[config.mk]
export PLATFORM = sky130hd
export DESIGN_NAME = armleocpu_rf_read_arbiter_flat
export DESIGN_NICKNAME = d
export VERILOG_FILES = /design/src/rtl/armleocpu_rf_read_arbiter_if.sv /design/src/rtl/armleocpu_rf_read_arbiter.sv /design/src/flat_wrapper.sv
export SDC_FILE = /design/constraint.sdc
export NUM_CORES = 1
export LEC_CHECK = 0
export CAP_MARGIN = 20
export CORE_ASPECT_RATIO = 1.2
export CORE_MARGIN = 8
export CORE_UTILIZATION = 40
export DETAILED_ROUTE_END_ITERATION = 10
export PLACE_DENSITY = 0.77
export SLEW_MARGIN = 0
export SYNTH_ARGS = -nofsm -noshare
export SYNTH_HDL_FRONTEND = slang
export SYNTH_SLANG_ARGS = --single-unit
[constraint.sdc]
create_clock -name clk -period 2.3 [get_ports clk]
set_clock_uncertainty 0.2 [all_clocks]
set_input_delay 0.23 -clock clk [delete_from_list [all_inputs] [get_ports clk]]
set_output_delay 0.23 -clock clk [all_outputs]
set_load 0.02 [all_outputs]
[src/rtl/armleocpu_rf_read_arbiter_if.sv]
// Signal bundle between decode, the debug module, register file ports 1/2 and the
// rs1 read arbiter. The arbiter takes the slave view; its surroundings take the master view.
interface armleocpu_rf_read_arbiter_if;
  logic        d_rs1_read;
  logic [4:0]  d_rs1_raddr;
  logic        d_rs2_read;
  logic [4:0]  d_rs2_raddr;
  logic        d_stall;

  logic        rf_rs1_read;
  logic [4:0]  rf_rs1_raddr;
  logic        rf_rs2_read;
  logic [4:0]  rf_rs2_raddr;
  logic [31:0] rf_rs1_rdata;

  logic        dbg_rf_req;
  logic [4:0]  dbg_rf_addr;
  logic        dbg_rf_ack;
  logic        dbg_rf_rvalid;
  logic [31:0] dbg_rf_rdata;
  logic        dbg_rf_busy;

  modport slave (
    input  d_rs1_read, d_rs1_raddr, d_rs2_read, d_rs2_raddr,
    input  rf_rs1_rdata, dbg_rf_req, dbg_rf_addr,
    output d_stall, rf_rs1_read, rf_rs1_raddr, rf_rs2_read, rf_rs2_raddr,
    output dbg_rf_ack, dbg_rf_rvalid, dbg_rf_rdata, dbg_rf_busy
  );

  modport master (
    output d_rs1_read, d_rs1_raddr, d_rs2_read, d_rs2_raddr,
    output rf_rs1_rdata, dbg_rf_req, dbg_rf_addr,
    input  d_stall, rf_rs1_read, rf_rs1_raddr, rf_rs2_read, rf_rs2_raddr,
    input  dbg_rf_ack, dbg_rf_rvalid, dbg_rf_rdata, dbg_rf_busy
  );
endinterface

[src/rtl/armleocpu_rf_read_arbiter.sv]
// Shares register-file read port 1 between decode (priority) and the debug module,
// with a starvation counter that forces a debug slot by stalling decode for one cycle.
module armleocpu_rf_read_arbiter #(
  parameter int STARVE_LIMIT = 8
) (
  input logic                           clk,
  input logic                           rst_n,
  armleocpu_rf_read_arbiter_if.slave    bus
);

  localparam logic [7:0] LIMIT = 8'(STARVE_LIMIT);

  typedef enum logic [1:0] {
    IDLE = 2'd0,
    WAIT = 2'd1,
    RESP = 2'd2
  } state_t;

  state_t      state;
  logic [7:0]  starve_cnt;
  logic        rvalid_q;
  logic [31:0] rdata_q;

  logic port_free;
  logic force_slot;
  logic arb_phase;
  logic grant;

  // Grant is suppressed while reset is held so outputs fall back to pure decode passthrough.
  always_comb begin
    port_free  = !bus.d_rs1_read;
    force_slot = (starve_cnt == LIMIT);
    arb_phase  = rst_n && ((state == IDLE) || (state == WAIT));
    grant      = arb_phase && bus.dbg_rf_req && (port_free || force_slot);
  end

  always_comb begin
    bus.rf_rs2_read   = bus.d_rs2_read;
    bus.rf_rs2_raddr  = bus.d_rs2_raddr;
    bus.rf_rs1_read   = grant ? 1'b1 : bus.d_rs1_read;
    bus.rf_rs1_raddr  = grant ? bus.dbg_rf_addr : bus.d_rs1_raddr;
    bus.d_stall       = grant && !port_free;
    bus.dbg_rf_ack    = grant;
    bus.dbg_rf_busy   = (state != IDLE);
    bus.dbg_rf_rvalid = rvalid_q;
    bus.dbg_rf_rdata  = rdata_q;
  end

  always_ff @(posedge clk or negedge rst_n) begin
    if (!rst_n) begin
      state      <= IDLE;
      starve_cnt <= 8'd0;
      rvalid_q   <= 1'b0;
      rdata_q    <= 32'd0;
    end else begin
      rvalid_q <= 1'b0;
      case (state)
        IDLE: begin
          if (grant) begin
            state      <= RESP;
            starve_cnt <= 8'd0;
          end else if (bus.dbg_rf_req) begin
            state      <= WAIT;
            starve_cnt <= 8'd1;
          end
        end
        WAIT: begin
          if (grant) begin
            state      <= RESP;
            starve_cnt <= 8'd0;
          end else if (starve_cnt != LIMIT) begin
            starve_cnt <= starve_cnt + 8'd1;
          end
        end
        // Regfile data for the read issued last cycle is valid now.
        RESP: begin
          state    <= IDLE;
          rvalid_q <= 1'b1;
          rdata_q  <= bus.rf_rs1_rdata;
        end
        default: begin
          state      <= IDLE;
          starve_cnt <= 8'd0;
        end
      endcase
    end
  end

endmodule
[src/flat_wrapper.sv]
// flat-port wrapper written by rule: the top's interface ports become plain ports
module armleocpu_rf_read_arbiter_flat 
#(
  parameter int STARVE_LIMIT = 8
)
  (clk, rst_n, bus_d_rs1_read, bus_d_rs1_raddr, bus_d_rs2_read, bus_d_rs2_raddr, bus_rf_rs1_rdata, bus_dbg_rf_req, bus_dbg_rf_addr, bus_d_stall, bus_rf_rs1_read, bus_rf_rs1_raddr, bus_rf_rs2_read, bus_rf_rs2_raddr, bus_dbg_rf_ack, bus_dbg_rf_rvalid, bus_dbg_rf_rdata, bus_dbg_rf_busy);
  armleocpu_rf_read_arbiter_if bus_i ();
  input logic clk;
  input logic rst_n;
  input wire logic [$bits(bus_i.d_rs1_read)-1:0] bus_d_rs1_read;
  input wire logic [$bits(bus_i.d_rs1_raddr)-1:0] bus_d_rs1_raddr;
  input wire logic [$bits(bus_i.d_rs2_read)-1:0] bus_d_rs2_read;
  input wire logic [$bits(bus_i.d_rs2_raddr)-1:0] bus_d_rs2_raddr;
  input wire logic [$bits(bus_i.rf_rs1_rdata)-1:0] bus_rf_rs1_rdata;
  input wire logic [$bits(bus_i.dbg_rf_req)-1:0] bus_dbg_rf_req;
  input wire logic [$bits(bus_i.dbg_rf_addr)-1:0] bus_dbg_rf_addr;
  output wire logic [$bits(bus_i.d_stall)-1:0] bus_d_stall;
  output wire logic [$bits(bus_i.rf_rs1_read)-1:0] bus_rf_rs1_read;
  output wire logic [$bits(bus_i.rf_rs1_raddr)-1:0] bus_rf_rs1_raddr;
  output wire logic [$bits(bus_i.rf_rs2_read)-1:0] bus_rf_rs2_read;
  output wire logic [$bits(bus_i.rf_rs2_raddr)-1:0] bus_rf_rs2_raddr;
  output wire logic [$bits(bus_i.dbg_rf_ack)-1:0] bus_dbg_rf_ack;
  output wire logic [$bits(bus_i.dbg_rf_rvalid)-1:0] bus_dbg_rf_rvalid;
  output wire logic [$bits(bus_i.dbg_rf_rdata)-1:0] bus_dbg_rf_rdata;
  output wire logic [$bits(bus_i.dbg_rf_busy)-1:0] bus_dbg_rf_busy;
  assign bus_i.d_rs1_read = bus_d_rs1_read;
  assign bus_i.d_rs1_raddr = bus_d_rs1_raddr;
  assign bus_i.d_rs2_read = bus_d_rs2_read;
  assign bus_i.d_rs2_raddr = bus_d_rs2_raddr;
  assign bus_i.rf_rs1_rdata = bus_rf_rs1_rdata;
  assign bus_i.dbg_rf_req = bus_dbg_rf_req;
  assign bus_i.dbg_rf_addr = bus_dbg_rf_addr;
  assign bus_d_stall = bus_i.d_stall;
  assign bus_rf_rs1_read = bus_i.rf_rs1_read;
  assign bus_rf_rs1_raddr = bus_i.rf_rs1_raddr;
  assign bus_rf_rs2_read = bus_i.rf_rs2_read;
  assign bus_rf_rs2_raddr = bus_i.rf_rs2_raddr;
  assign bus_dbg_rf_ack = bus_i.dbg_rf_ack;
  assign bus_dbg_rf_rvalid = bus_i.dbg_rf_rvalid;
  assign bus_dbg_rf_rdata = bus_i.dbg_rf_rdata;
  assign bus_dbg_rf_busy = bus_i.dbg_rf_busy;
  armleocpu_rf_read_arbiter #(.STARVE_LIMIT(STARVE_LIMIT)) u_core (.clk(clk), .rst_n(rst_n), .bus(bus_i));
endmodule
==> Word-level counts from Yosys, hierarchy flattened <==
Cells that the tools add are included.
W data, S select, Z words.
{ "totals": {"out_inout_bits": 48, "input_bits": 52, "ff_bits": 43, "latchBits": 0, "n_memories": 0, "rom_bits": 0, "mem_bits_rw": 0, "wordCells": 36} }
{ "classes": {"div_mod_pow": 0, "n_mux": 12, "add_sub_neg": 1, "bitwise_logic": 1, "multipliers": 0, "shifts": 0, "n_reduce_logical": 11, "magnitude_cmp": 0, "n_eq_ne": 7} }
{ "op_table": {"columns": ["operator", "n"], "rows": [
  ["$mux W8", 4],
  ["$pmux W8 S3", 1],
  ["$add A8 B1 Y8 const B", 1],
  ["$eq A8 B4 Y1 const B", 1],
  ["$ne A8 B4 Y1 const B", 1],
  ["$mux W2", 3],
  ["$ne A3 B2 Y1 const B", 2],
  ["$mux W5", 1],
  ["$logic_and A1 B1 Y1", 4],
  ["$pmux W2 S2", 1],
  ["$reduce_and A3 Y1", 1],
  ["$eq A2 B1 Y1 const B", 1],
  ["$eq A2 B2 Y1 const B", 1],
  ["$logic_not A2 Y1", 1],
  ["$logic_or A1 B1 Y1", 2],
  ["$mux W1", 2],
  ["$ne A2 B1 Y1 const B", 1],
  ["$reduce_and A2 Y1", 1],
  ["$reduce_bool A2 Y1", 1],
  ["$logic_not A1 Y1", 1],
  ["$not A1 Y1", 1]
]} }

==> Depth between registers and ports, before layout <==
{ "depth": {"word_depth": 7, "depth_mapped": 6} }

==> Least setup slack after synthesis <==
No wires, ideal clock.
{ "synth_path": {"kind": "reg-to-output", "start": "register u_core.starve_cnt[0]", "end": "output port bus_rf_rs1_raddr[0]", "stages_incl_launch_ff": 7, "arrival_time_ns": 1.845, "path_slack_ns": 0.025, "t_required_ns": 1.870, "path_cell_list": "dfrtp_1 inv_1 ha_1 nor4b_1 nand2_1 a21oi_4 mux2_1"} }
{ "synth_via": {"elab_chain_cells": 4} }
{ "synth_lines": {"columns": ["item", "line_no", "text"], "rows": [
  ["start: declaration", "armleocpu_rf_read_arbiter.sv:20", "logic [7:0] starve_cnt;"],
  ["start signal: assignment", "armleocpu_rf_read_arbiter.sv:72", "starve_cnt <= starve_cnt + 8'd1;"],
  ["$eq A8 B4 Y1", "armleocpu_rf_read_arbiter.sv:32", "force_slot = (starve_cnt == LIMIT);"],
  ["$logic_or A1 B1 Y1", "armleocpu_rf_read_arbiter.sv:34", "grant = arb_phase && bus.dbg_rf_req && (port_free || force_slot);"],
  ["$logic_and A1 B1 Y1", "armleocpu_rf_read_arbiter.sv:34", null],
  ["via bus_dbg_rf_ack", "flat_wrapper.sv:22", "output wire logic [$bits(bus_i.dbg_rf_ack)-1:0] bus_dbg_rf_ack;"],
  ["$mux W5", "armleocpu_rf_read_arbiter.sv:41", "bus.rf_rs1_raddr = grant ? bus.dbg_rf_addr : bus.d_rs1_raddr;"],
  ["end: declaration", "flat_wrapper.sv:19", "output wire logic [$bits(bus_i.rf_rs1_raddr)-1:0] bus_rf_rs1_raddr;"]
]} }
The timed path passes the listed nets, and every way through them passes these cells.

==> Worst setup path after layout <==
{ "layout_path": {"start": "register u_core.starve_cnt[1]", "end": "output port bus_rf_rs1_raddr[3]"} }
{ "layout_via": {"elab_chain_cells": 4} }
{ "layout_lines": {"columns": ["item", "line_no"], "rows": [
  ["$eq A8 B4 Y1", "armleocpu_rf_read_arbiter.sv:32"],
  ["$logic_or A1 B1 Y1", "armleocpu_rf_read_arbiter.sv:34"],
  ["$logic_and A1 B1 Y1", "armleocpu_rf_read_arbiter.sv:34"],
  ["$mux W5", "armleocpu_rf_read_arbiter.sv:41"]
]} }
No other way between the ends.

==> flow_summary.json <==
{
  "grt_setup_unrepaired": "yes",
  "cts.sinks": 43,
  "post-place-ws_ns": -0.384,
  "wl_met3_um": 450,
  "synth_top_family_by_area": "multiplexers",
  "clkSlewWorstSetupHoldPaths_ns": 0.07,
  "grt_use_total": 0.139,
  "crit_start": "u_core.starve_cnt[1]$_DFFE_PN0P_",
  "power_density_nw_per_um2": 1110,
  "critical_path.cell_chain": "inv_2, ha_4, nor4b_4, nand2_2, a21oi_4, buf_6, mux2_4, buf_6",
  "yosys.area_share.simple": 0.0839,
  "top_layer_used": "met4",
  "post-route-period-util": 1.06,
  "dr.pass1.iters": 4,
  "cts_tree": "yes",
  "postRouteAntennaNets": 0,
  "ys_seq_area_frac": 0.542,
  "crit_cells": 8,
  "drtIter0Drc": 28,
  "drive_above_1_share": 0.349,
  "fill_cells": 408,
  "first_global_vias": 1672,
  "rrSetupSlack_ns": 0.12,
  "synth_cell_types": 35,
  "die_y_um": 93.2,
  "min_path_type": "primary input to output port",
  "start_util": 0.408,
  "dpl.hpwl_um": 4030,
  "worst-path-buf-inv": 3,
  "worstPathArrival_ns": 2.00,
  "synth_top_cell_by_area": "dfrtp_1",
  "end_kind": "output port",
  "vias_per_cell": 5.02,
  "grt_pass1_wl_um": 8270,
  "outcome": "finished, violations left",
  "rows": 28,
  "die_area_um2": 7480,
  "syn_inst": 151,
  "antenna_cells": 0,
  "antenna_found_initial": 0,
  "reg2reg_depth": 5,
  "cp_slowest_cell": "dfrtp_1",
  "worstReg2RegEnd": "u_core.starve_cnt[5]$_DFFE_PN0P_",
  "synthXorXnorAreaFrac": 0,
  "hold_violations": 0,
  "cellLeakagePower_nw": 1.39,
  "layout.area.seq_um2": 1080,
  "synth_edf_count": 0,
  "cp-start-kind": "flip-flop",
  "finalSetupViolations": 6,
  "port-buffer-count": 87,
  "clockBufferDepth": 2,
  "violations": "setup timing",
  "syn2layout_area_growth_pct": 62.0,
  "grt_max_degree": 44,
  "setup.worst_path.class": "flip-flop to output port",
  "synth_fa_ha_area_frac": 0.0126,
  "place_congestion": 0.867,
  "drc": 0,
  "crit_fanout": 4,
  "synth_common_cells": "dfrtp_1 (43), mux2_2 (32), a31oi_1 (12), buf_4 (6), o21bai_1 (6)",
  "worst_slack_ns": -0.127,
  "dp.cells": 306,
  "drt-total-wl_um": 5180,
  "cpMostUsedCell": "buf_6",
  "rr_startpoint": "u_core.starve_cnt[5]$_DFFE_PN0P_",
  "final_nets": 315,
  "ios": 100,
  "critPathMaxStageDelay_ns": 0.40,
  "overflow": 0,
  "cts_made_buffers": 5,
  "cts_max_level": 2,
  "cts-root-buf": "clkbuf_8",
  "async_flop_share": 1.00,
  "synthMuxAreaShare": 0.210,
  "synth_top_area_share": 0.542,
  "fin_crit_ns": 2.43,
  "ys_ff_latch": 43,
  "endpoint": "bus_rf_rs1_raddr[3]",
  "fmax_mhz": 412,
  "core_um2": 4870,
  "peakVddDrop_uv": 512,
  "synth_most_common_cell": "dfrtp_1",
  "finalMaxSlewViolations": 0,
  "layout.cells.non_filler": 321,
  "finalInstanceArea_um2": 3210,
  "hold_slack_ns": 0.260,
  "syn_nets": 205,
  "yosysWarningCount": 0,
  "met2WireLength_um": 2630,
  "max_slew_margin": 0.646,
  "synth_area_per_cell_um2": 13.1,
  "synth_compound_area_frac": 0.112,
  "synthTopCellsByArea": "dfrtp_1 (54%), mux2_2 (18%), a31oi_1 (3.8%), mux2_1 (2.8%), buf_4 (2.3%)",
  "clock_latency_ns": 0.29,
  "post_dp_cell_area_um2": 3010,
  "num_vias": 1612,
  "synth_area_um2": 1980,
  "multi_input_area_um2": 886,
  "drt-met1-wl_um": 2020,
  "tightest_slew_ns": 0.531,
  "crit_family": "flip-flops",
  "wl_per_cell_um": 16.1,
  "cap_violations": 0,
  "die_w_um": 80.3,
  "synthFlopType": "dfrtp_1",
  "crit_required_ns": 1.87
}
stage by stage:
stage                     TNS (ns)  utilization  power (W)
after floorplan                  0            -    0.00214
after global placement       -2.23        0.618    0.00301
after detailed placement     -2.43        0.618    0.00306
after CTS                   -0.519        0.659    0.00361
after global routing         -1.22        0.660    0.00377
final                       -0.611        0.660    0.00356
metal layers:
| layer | track usage | vias up |
|---|---|---|
| met5 | 0 | - |
| met4 | 0.0486 | 0 |
| met3 | 0.0509 | 8 |
| met2 | 0.244 | 64 |
| met1 | 0.149 | 773 |
| li1 | - | 767 |
worst min path at each step:
stage                            start                                endpoint  slack, ns  depth (start not counted)
CTS                 bus_d_rs2_raddr[4]                     bus_rf_rs2_raddr[4]       0.26                          0
floorplan                        rst_n  u_core.bus.dbg_rf_rdata[0]$_DFFE_PN0P_      -0.27                          0
global placement                 rst_n             u_core.state[1]$_DFFE_PN0P_       0.20                          2
finish              bus_d_rs2_raddr[3]                     bus_rf_rs2_raddr[3]       0.26                          0
detailed placement               rst_n             u_core.state[1]$_DFFE_PN0P_       0.19                          2
global route        bus_d_rs2_raddr[3]                     bus_rf_rs2_raddr[3]       0.26                          0
timing repair:
item	in CTS	in global routing
endpoints found under the hold margin	43	0
hold buffers	1	0
pin swaps	3	0
endpoints found under the setup margin	7	7
gates resized for setup	51	4
setup buffers	6	1
sequential cells by signal (all words and copies together), names as in the netlist:
name	cells
u_core.state	2
u_core.bus.dbg_rf_rvalid	1
u_core.bus.dbg_rf_rdata	32
u_core.starve_cnt	8
cells in the final DEF (no fill, tap or decap), types with 2 or more instances in the layout:
cell type	n
a21oi_1	2
and3_1	3
and2_1	2
inv_2	2
buf_6	7
mux2_4	5
mux2_2	32
nand2_1	3
nor2_1	2
a31oi_1	12
dfrtp_1	43
clkdlybuf4s50_1	79
nor2b_1	2
nand3_1	2
buf_4	27
clkbuf_8	5
nor3_1	2
nand2b_1	2
o21bai_1	6
where the power goes:
| group | internal (W) | switching, W | total (W) |
|---|---|---|---|
| clock | 0.000208 | 0.000245 | 0.000452 |
| combinational | 0.00103 | 0.000836 | 0.00187 |
| sequential | 0.00107 | 0.000165 | 0.00124 |
cells by family (layout without fill, tap and decap cells):
| family | after synthesis | after routing |
|---|---|---|
| AOI/OAI and AO/OA | 28 | 28 |
| adders and majority gates | 2 | 2 |
| buffers and inverters | 14 | 124 |
| DFF | 43 | 43 |
| muxes | 37 | 37 |
| and+or+nand+nor | 27 | 27 |
cell type report:
class | count | share of cell area
clock buffer | 5 | 0.0214
clock inverter | 2 | 0.00428
inverter | 2 | 0.00234
tap | 60 | 0.0234
timing repair buffer | 115 | 0.338
sequential | 43 | 0.335
multi-input combinational | 94 | 0.276
Note: power is estimated with default switching activity, not from simulation.
